## config.mk

```make
export PLATFORM = sky130hd
export DESIGN_NAME = multicycle_control
export DESIGN_NICKNAME = d
export VERILOG_FILES = /design/src/rtl/multicycle_control.sv
export SDC_FILE = /design/constraint.sdc
export NUM_CORES = 1
export LEC_CHECK = 0
export CORE_ASPECT_RATIO = 1.75
export CORE_MARGIN = 5
export CORE_UTILIZATION = 48
export DETAILED_ROUTE_END_ITERATION = 12
export PLACE_DENSITY_LB_ADDON = 0.08
export SETUP_SLACK_MARGIN = 0.4
export SLEW_MARGIN = 20
export SYNTH_ARGS = -nofsm -noshare
export SYNTH_HDL_FRONTEND = slang
export SYNTH_SLANG_ARGS = --single-unit
```

## constraint.sdc

```tcl
create_clock -name clk -period 4 [get_ports clk]
set_input_delay 0.4 -clock clk [delete_from_list [all_inputs] [get_ports clk]]
set_output_delay 0.4 -clock clk [all_outputs]
set_load 0.02 [all_outputs]
```

## src/rtl/multicycle_control.sv

```systemverilog
// Multi-cycle MIPS sequencer: steps the shared datapath through
// fetch/decode/execute/memory/write-back, stalls on mem_ready, traps on
// unsupported opcodes and counts retired instructions.
module multicycle_control (
    input  logic        clk,
    input  logic        reset,
    input  logic [5:0]  op,
    input  logic        zero,
    input  logic        mem_ready,
    output logic        pc_wr,
    output logic        pc_wr_cond,
    output logic        ir_wr,
    output logic        i_or_d,
    output logic        mem_rd,
    output logic        mem_wr,
    output logic        reg_dst,
    output logic        mem_to_reg,
    output logic        reg_wr,
    output logic        ext_op,
    output logic        alu_src_a,
    output logic [1:0]  alu_src_b,
    output logic [2:0]  alu_op,
    output logic [1:0]  pc_src,
    output logic        inst_done,
    output logic        illegal,
    output logic [15:0] instr_count
);

    localparam logic [5:0] OP_R     = 6'b000000;
    localparam logic [5:0] OP_ADDIU = 6'b001001;
    localparam logic [5:0] OP_ORI   = 6'b001101;
    localparam logic [5:0] OP_LW    = 6'b100011;
    localparam logic [5:0] OP_SW    = 6'b101011;
    localparam logic [5:0] OP_BEQ   = 6'b000100;
    localparam logic [5:0] OP_J     = 6'b000010;

    typedef enum logic [3:0] {
        S_RST, S_FETCH, S_DECODE, S_EXEC_R, S_WB_R, S_EXEC_I, S_WB_I,
        S_ADDR, S_MEM_RD, S_WB_L, S_MEM_WR, S_BRANCH, S_JUMP, S_TRAP
    } state_t;

    state_t      state, next;
    logic [15:0] count_q;

    // The branch decision (pc_wr_cond & zero) is made in the datapath, so
    // the zero flag is not consumed by the sequencer itself.
    logic unused_zero;
    assign unused_zero = zero;

    // State register; reset drops any in-flight access immediately.
    always_ff @(posedge clk or negedge reset) begin
        if (!reset) state <= S_RST;
        else        state <= next;
    end

    // Next-state and control outputs; everything defaults to 0.
    always_comb begin
        next       = state;
        pc_wr      = 1'b0;
        pc_wr_cond = 1'b0;
        ir_wr      = 1'b0;
        i_or_d     = 1'b0;
        mem_rd     = 1'b0;
        mem_wr     = 1'b0;
        reg_dst    = 1'b0;
        mem_to_reg = 1'b0;
        reg_wr     = 1'b0;
        ext_op     = 1'b0;
        alu_src_a  = 1'b0;
        alu_src_b  = 2'b00;
        alu_op     = 3'b000;
        pc_src     = 2'b00;
        inst_done  = 1'b0;
        illegal    = 1'b0;
        case (state)
            S_RST: next = S_FETCH;
            S_FETCH: begin
                // IR and PC load only on the cycle the fetch completes.
                mem_rd    = 1'b1;
                alu_src_b = 2'b01;
                ir_wr     = mem_ready;
                pc_wr     = mem_ready;
                if (mem_ready) next = S_DECODE;
            end
            S_DECODE: begin
                alu_src_b = 2'b11;
                ext_op    = 1'b1;
                case (op)
                    OP_R:            next = S_EXEC_R;
                    OP_ADDIU, OP_ORI: next = S_EXEC_I;
                    OP_LW, OP_SW:    next = S_ADDR;
                    OP_BEQ:          next = S_BRANCH;
                    OP_J:            next = S_JUMP;
                    default:         next = S_TRAP;
                endcase
            end
            S_EXEC_R: begin
                alu_src_a = 1'b1;
                alu_op    = 3'b001;
                next      = S_WB_R;
            end
            S_WB_R: begin
                reg_dst   = 1'b1;
                reg_wr    = 1'b1;
                inst_done = 1'b1;
                next      = S_FETCH;
            end
            S_EXEC_I: begin
                alu_src_a = 1'b1;
                alu_src_b = 2'b10;
                if (op == OP_ORI) alu_op = 3'b010;
                else              ext_op = 1'b1;
                next = S_WB_I;
            end
            S_WB_I: begin
                reg_wr    = 1'b1;
                inst_done = 1'b1;
                next      = S_FETCH;
            end
            S_ADDR: begin
                alu_src_a = 1'b1;
                alu_src_b = 2'b10;
                ext_op    = 1'b1;
                next      = (op == OP_SW) ? S_MEM_WR : S_MEM_RD;
            end
            S_MEM_RD: begin
                mem_rd = 1'b1;
                i_or_d = 1'b1;
                if (mem_ready) next = S_WB_L;
            end
            S_WB_L: begin
                reg_wr     = 1'b1;
                mem_to_reg = 1'b1;
                inst_done  = 1'b1;
                next       = S_FETCH;
            end
            S_MEM_WR: begin
                // The store retires in the cycle memory accepts it.
                mem_wr    = 1'b1;
                i_or_d    = 1'b1;
                inst_done = mem_ready;
                if (mem_ready) next = S_FETCH;
            end
            S_BRANCH: begin
                alu_src_a  = 1'b1;
                alu_op     = 3'b100;
                pc_wr_cond = 1'b1;
                pc_src     = 2'b01;
                inst_done  = 1'b1;
                next       = S_FETCH;
            end
            S_JUMP: begin
                pc_wr     = 1'b1;
                pc_src    = 2'b10;
                inst_done = 1'b1;
                next      = S_FETCH;
            end
            S_TRAP: begin
                illegal = 1'b1;
                next    = S_TRAP;
            end
            default: next = S_RST;
        endcase
    end

    // Retired-instruction counter; wraps naturally at 16 bits.
    always_ff @(posedge clk or negedge reset) begin
        if (!reset)         count_q <= 16'd0;
        else if (inst_done) count_q <= count_q + 16'd1;
    end

    assign instr_count = count_q;

endmodule

```

==> impl_results.md, run 1 <==
* Outcome: finished clean
* Period utilization at 0.730
* DR DRC count at 0
* RSZ-0062 raised after global routing: no
* Vias in the first global route at 1,236
* Synthesized cell area at 1340 um2
* WHS Endpoint: instr_count[15]
* Adder-cell area share of the yosys netlist at 0.00934
* Fin area at 1820 um2
* Max Freq at 0.343 GHz
* EDFF count, synth at 0
* Clock skew at 0.00283 ns
* Sw Pwr at 0.504 mW
* Dpl cells at 215
* Slew @ Worst Pin at 0.832 ns
* Clock buffer depth at 2
* Commonest non-fill, non-tap cell in the layout: clkdlybuf4s50_1
* Diode count at 0
* IO Port Bufs at 44
* Vias at 1,268
* HP Start: instr_count[15]
* CTS tree: done
* Die Height at 79.9 um
* FP Rows at 25
* Ys async rst share at 1.00
* Syn Inst Count at 155
* Vias per cell at 5.79
* Post-place setup slack at 1.22 ns
* Setup crit end kind: primary output
* Non-filler instance count after layout at 219
* DRT iter0 DRCs at 21
* CP startpoint kind: flop
* Setup ws final at 1.08 ns
* Worst EP arrival at 2.52 ns
* Final Util at 0.676
* Post-layout min period at 2.92 ns
* Clk pwr share at 0.168
* Final net count at 204
* Final WL at 3.29 mm
* Resized Gates After CTS at 0
* Final GP Congestion at 0.826
* DP Area at 1750 um2
* Largest family of logic cells by synthesized area: simple AND/OR/NAND/NOR gates
* CTS Buf Count at 3
* Comb power frac at 0.519
* Compound-cell area share of the yosys netlist at 0.155
* Mux cell area share after synthesis at 0.0168
* Initial antenna violation count at 0
* Largest net degree at the start of global routing at 26
* Avg Cell Area, Syn at 8.65 um2
* Core ar. at 2690 um2
* Num Clock Sinks at 20
* Sequential share of the synthesized area at 0.373
* Top cells by area, synth: dfrtp_1, xnor2_1, nand2_1
* CTS HTree Levels at 1
* Reg-to-reg slack, setup at 1.96 ns
* Most frequent cells in the layout: clkdlybuf4s50_1, dfrtp_1, nand2_1
* Wire length per cell at 15.0 um
* Switch share at 0.426
* Worst R2R Start: state[2]
* Synth Register Bits at 20
* Most used flip-flop cell after synthesis: dfrtp_1
* All-layer global routing usage at 0.169
* Initial Util at 0.498
* Netlist cell types at 40
* Synth area leader: dfrtp_1
* Cts hold-fix bufs at 0
* Post-route antenna net violation count at 0
* HPWL Detailed at 2.56 mm
* Fill count at 235
* Register share of total power at 0.313
* Syn_nets at 166
* Setup Fix Bufs, Post-CTS at 0
* Post-Route Setup TNS at 0 ns
* Clock latency on the worst-skew pair at 0.26 ns
* Max-slew violation count at 0
* DR pass1 iterations at 4
* R2R depth at 3
* Post-synth top area share at 0.373
* Layout cells sized above 1 at 0.0365
* Max IR drop VDD at 0.481 mV
* Maxcap violations at 0
* Total leakage power at 0.686 nW
* Critical path data required time at 3.60 ns
* IO Pins at 46
* Syn-to-layout area delta at 35.8%
* RR Endpoint: instr_count[1]
* Root Buffer: clkbuf_8
* Worst slew margin at 0.444
* Critical path class: flop to primary output
* Final hold vios at 0
* Yosys warnings at 0
* First-pass GRT wire length at 5.45 mm
* Final setup viols at 0
* Worst Hold Class: flop to flop
* Clk slew on worst S/H paths at 0.07 ns
* Gr ovfl total at 0
* Die ar. at 3990 um2
* Crit Path Max Fanout at 17
* Die X at 49.9 um
* XOR/XNOR Fraction of Synth Area at 0.111
* Simple-Gate Fraction of Synth Area at 0.279
* PwrDens at 649 nW/um2
* WHS Path Cells at 1
* Power Internal at 0.678 mW
stage by stage:
stage	total power, mW	hold slack [ns]
CTS	1.19	0.475
floorplan	0.767	0.104
detailed placement	0.988	0.461
global placement	0.973	0.461
global route	1.25	0.511
finish	1.18	0.470
logic make-up after synthesis:
group / after synthesis
and+or+nand+nor: 75
AOI/OAI and AO/OA: 27
adders and majority gates: 1
xor gates and xnor gates: 17
DFF: 20
buffers and inverters: 13
muxes: 2
sequential cells by signal (all words and copies together) (netlist names):
| signal | cells |
|---|---|
| instr_count | 16 |
| state | 4 |
layout make-up:
| class | count | area [um2] | share of cell area |
|---|---|---|---|
| clock buffer | 3 | 41.3 | 0.0227 |
| clock inverter | 1 | 30.0 | 0.0165 |
| inverter | 2 | 7.51 | 0.00413 |
| multi-input combinational | 122 | 766 | 0.421 |
| sequential | 20 | 500 | 0.275 |
| tap | 27 | 33.8 | 0.0186 |
| timing repair buffer | 44 | 440 | 0.242 |
routing by layer:
layer,global-route usage,wire length [um]
met1,0.162,1240
met2,0.338,1850
met3,0.0168,129
met4,0.0814,71
met5,0,0
synth_stat cells (2+ instances only):
master    count
xnor2_1      16
buf_6         2
and2_1        3
a21oi_1       8
clkbuf_1      2
nand3_1       7
dfrtp_1      20
nand2b_1      3
o221ai_1      3
inv_1         2
nor2_1       16
nor2b_1       4
nand4_1       7
mux2_2        2
nand2_1      17
nor4_1        2
o21ai_0       3
buf_2         5
and3_1        4
nor3_1        9
how the worst max path moves through the flow:
stage	start	end	slack (ns)	cells after the start
after floorplan	state[0]	pc_src[0]	2.06	5
after global placement	mem_ready	inst_done	1.24	4
after detailed placement	mem_ready	inst_done	1.22	4
after CTS	state[2]	inst_done	1.09	3
after global routing	state[2]	inst_done	0.94	3
final	state[2]	inst_done	1.08	3
power groups by stage:
| stage | Sequential, mW | Combinational [mW] | Clock, mW |
|---|---|---|---|
| after floorplan | 0.323 | 0.444 | 0 |
| after global placement | 0.366 | 0.606 | 0 |
| after detailed placement | 0.371 | 0.617 | 0 |
| after CTS | 0.367 | 0.618 | 0.202 |
| after global routing | 0.382 | 0.659 | 0.212 |
| final | 0.370 | 0.613 | 0.199 |
critical path: stages, from the launching register on:
cell and delay, ns:
dfrtp_1 0.65, inv_1 0.21, o32ai_4 0.66, clkdlybuf4s50_1 0.73
No activity file was read; power rests on OpenSTA's default activity.
==> run 2: changes to the inputs <==
Settings changed: CORE_UTILIZATION 48 to 45.
Clock period 4 ns to 3 ns, I/O delays scaled along.
==> run 2 against run 1 <==
  * Cell area down 0.27%
  * Die area up 5.6%
  * First-iteration DRC count up 33%
  * Register-to-register slack worse by 0.91 ns
  * Worst setup slack worse by 0.52 ns
  * Global-route usage up 0.60 points
  * Worst hold slack better by 0.0031 ns
  * Count of clock-buffer cells in the layout up 1
  * Critical path depth unchanged
  * Highest routed layer unchanged
  * Clock skew about the same
  * Non-clock buffer count up 1
==> impl_results.md, run 2 (synthesis gave the netlist of run 1 again) <==
* Critical path class: flop to primary output
* IO Port Bufs at 44 (unchanged)
* Maxcap violations at 0 (unchanged)
* DR DRC count at 0 (unchanged)
* Fin area at 1810 um2 (-0.27%)
* Die ar. at 4210 um2 (+5.6%)
* Critical Path Stages at 3 (unchanged)
* Vias at 1,277 (+0.71%)
* IO Pins at 46 (unchanged)
* Crit Path Max Fanout at 17 (unchanged)
* Period utilization at 0.814
* Setup crit end kind: primary output
* Crit-path max cell delay at 0.67 ns (-0.06 ns)
* HPWL Detailed at 2.68 mm (+4.4%)
* Worst Hold Class: flop to flop
* Layout cells sized above 1 at 0.0518 (+0.0154)
* DRT iter0 DRCs at 28 (+33%)
* RSZ-0062 raised after global routing: no
* Initial Util at 0.463 (-0.0353)
* Total leakage power at 0.681 nW (-0.60%)
* CP max-delay cell: dfrtp_1
* CTS HTree Levels at 1 (unchanged)
* First-pass GRT wire length at 5.61 mm (+2.9%)
* Final hold vios at 0 (unchanged)
* Worst EP arrival at 2.14 ns (-0.38 ns)
* Final WL at 3.53 mm (+7.3%)
* WHS Path Cells at 1 (unchanged)
* Max IR drop VDD at 0.533 mV (+11%)
* Die X at 51.3 um (+2.6%)
* Largest register FFs at 16 (unchanged)
* Largest net degree at the start of global routing at 26 (unchanged)
* FP Rows at 26 (+4.0%)
* Final setup viols at 0 (unchanged)
* Final GP Congestion at 0.853 (+3.3%)
* Post-Route Setup TNS at 0 ns (unchanged)
* Max Freq at 0.409 GHz
* Fill count at 253 (+7.7%)
* Max-slew violation count at 0 (unchanged)
* Num Clock Sinks at 20 (unchanged)
* Vias per cell at 5.78 (-0.20%)
* Post-route antenna net violation count at 0 (unchanged)
* All-layer global routing usage at 0.175 (+0.00596)
* Setup ws final at 0.557 ns (-0.524 ns)
* Critical path data required time at 2.70 ns (-0.90 ns)
* Worst path top cell family by delay: buffers and inverters
* PwrDens at 849 nW/um2 (+31%)
* Clock latency on the worst-skew pair at 0.26 ns (about the same)
* CP startpoint kind: flop
* Commonest non-fill, non-tap cell in the layout: clkdlybuf4s50_1
* Post-place setup slack at 0.660 ns (-0.556 ns)
* Clk slew on worst S/H paths at 0.07 ns (about the same)
* Worst slew margin at 0.412 (-0.0318)
* Cts hold-fix bufs at 0 (unchanged)
* CTS Buf Count at 3 (unchanged)
* Setup Fix Bufs, Post-CTS at 0 (unchanged)
* Diode count at 0 (unchanged)
* Clock skew at 0.00266 ns (-0.000171 ns)
* Clock buffer depth at 2 (unchanged)
* Outcome: finished clean
* Final net count at 205 (+0.49%)
* Core ar. at 2900 um2 (+7.6%)
* Gr ovfl total at 0 (unchanged)
* Buffers and inverters on the worst path at 2 (unchanged)
* Most frequent cells in the layout: clkdlybuf4s50_1, dfrtp_1, nand2_1
* Root Buffer: clkbuf_8
* R2R depth at 4 (+1)
* Initial antenna violation count at 0 (unchanged)
* Cells along the critical path: inv_1, o32ai_4, clkdlybuf4s50_1
* Syn-to-layout area delta at 35.4%
* DR pass1 iterations at 5 (+1)
* Die Height at 82.2 um (+2.9%)
* DP Area at 1760 um2 (+0.50%)
* CTS tree: done
* Slew @ Worst Pin at 0.879 ns (+0.0475 ns)
* Post-layout min period at 2.44 ns
* Pwr Total at 1.54 mW (+30%)
* Final Util at 0.627 (-0.0497)
* Wire length per cell at 16.0 um (+6.3%)
* Resized Gates After CTS at 0 (unchanged)
* Vias in the first global route at 1,279 (+3.5%)
## run 2: cell count changes in the layout (fill, tap and decap cells not counted)
cell | previous run | this run
dfrtp_1 | 20 | 18
dfrtp_2 | 0 | 2
clkbuf_8 | 3 | 4
buf_4 | 0 | 1
bufinv_16 | 1 | 0
## run 2: path summary, 6_finish.rpt
check / startpoint / endpoint / slack [ns]
max: state[2] / inst_done / 0.56
min: instr_count[15] / instr_count[15] / 0.47
max reg2reg: state[2] / instr_count[1] / 1.05
min reg2reg: instr_count[15] / instr_count[15] / 0.47
max in group asynchronous: reset / state[1] / 1.87
min in group asynchronous: reset / instr_count[12] / 0.54
## run 2: area by class of cell
cell class,count,area [um2],share of cell area
repair buffers,45,448,0.247
inverters,2,7.51,0.00414
clock buffers,4,55.1,0.0303
flip-flops and latches,20,503,0.277
well taps,28,35.0,0.0193
multi-input cells,122,766,0.422
## run 2: layer usage
metal	up-vias	GRT usage	routed length (um)
met5	-	0	0
met4	0	0.0866	59
met3	5	0.0197	124
met2	41	0.355	2010
met1	604	0.168	1340
li1	627	-	-
## run 2: per-stage QoR
| step | cells | hold slack (ns) |
|---|---|---|
| 2_1_floorplan | 155 | 0.00441 |
| 3_3_place_gp | 217 | 0.462 |
| 3_5_place_dp | 217 | 0.464 |
| 4_1_cts | 221 | 0.478 |
| 5_1_grt | 221 | 0.517 |
| 6_report | 221 | 0.473 |
## run 2: power breakdown
group / switching [mW] / internal [mW] / total, mW
registers: 0.171 / 0.327 / 0.497
clock network: 0.0864 / 0.117 / 0.203
logic: 0.428 / 0.411 / 0.839
total: 0.685 / 0.855 / 1.54
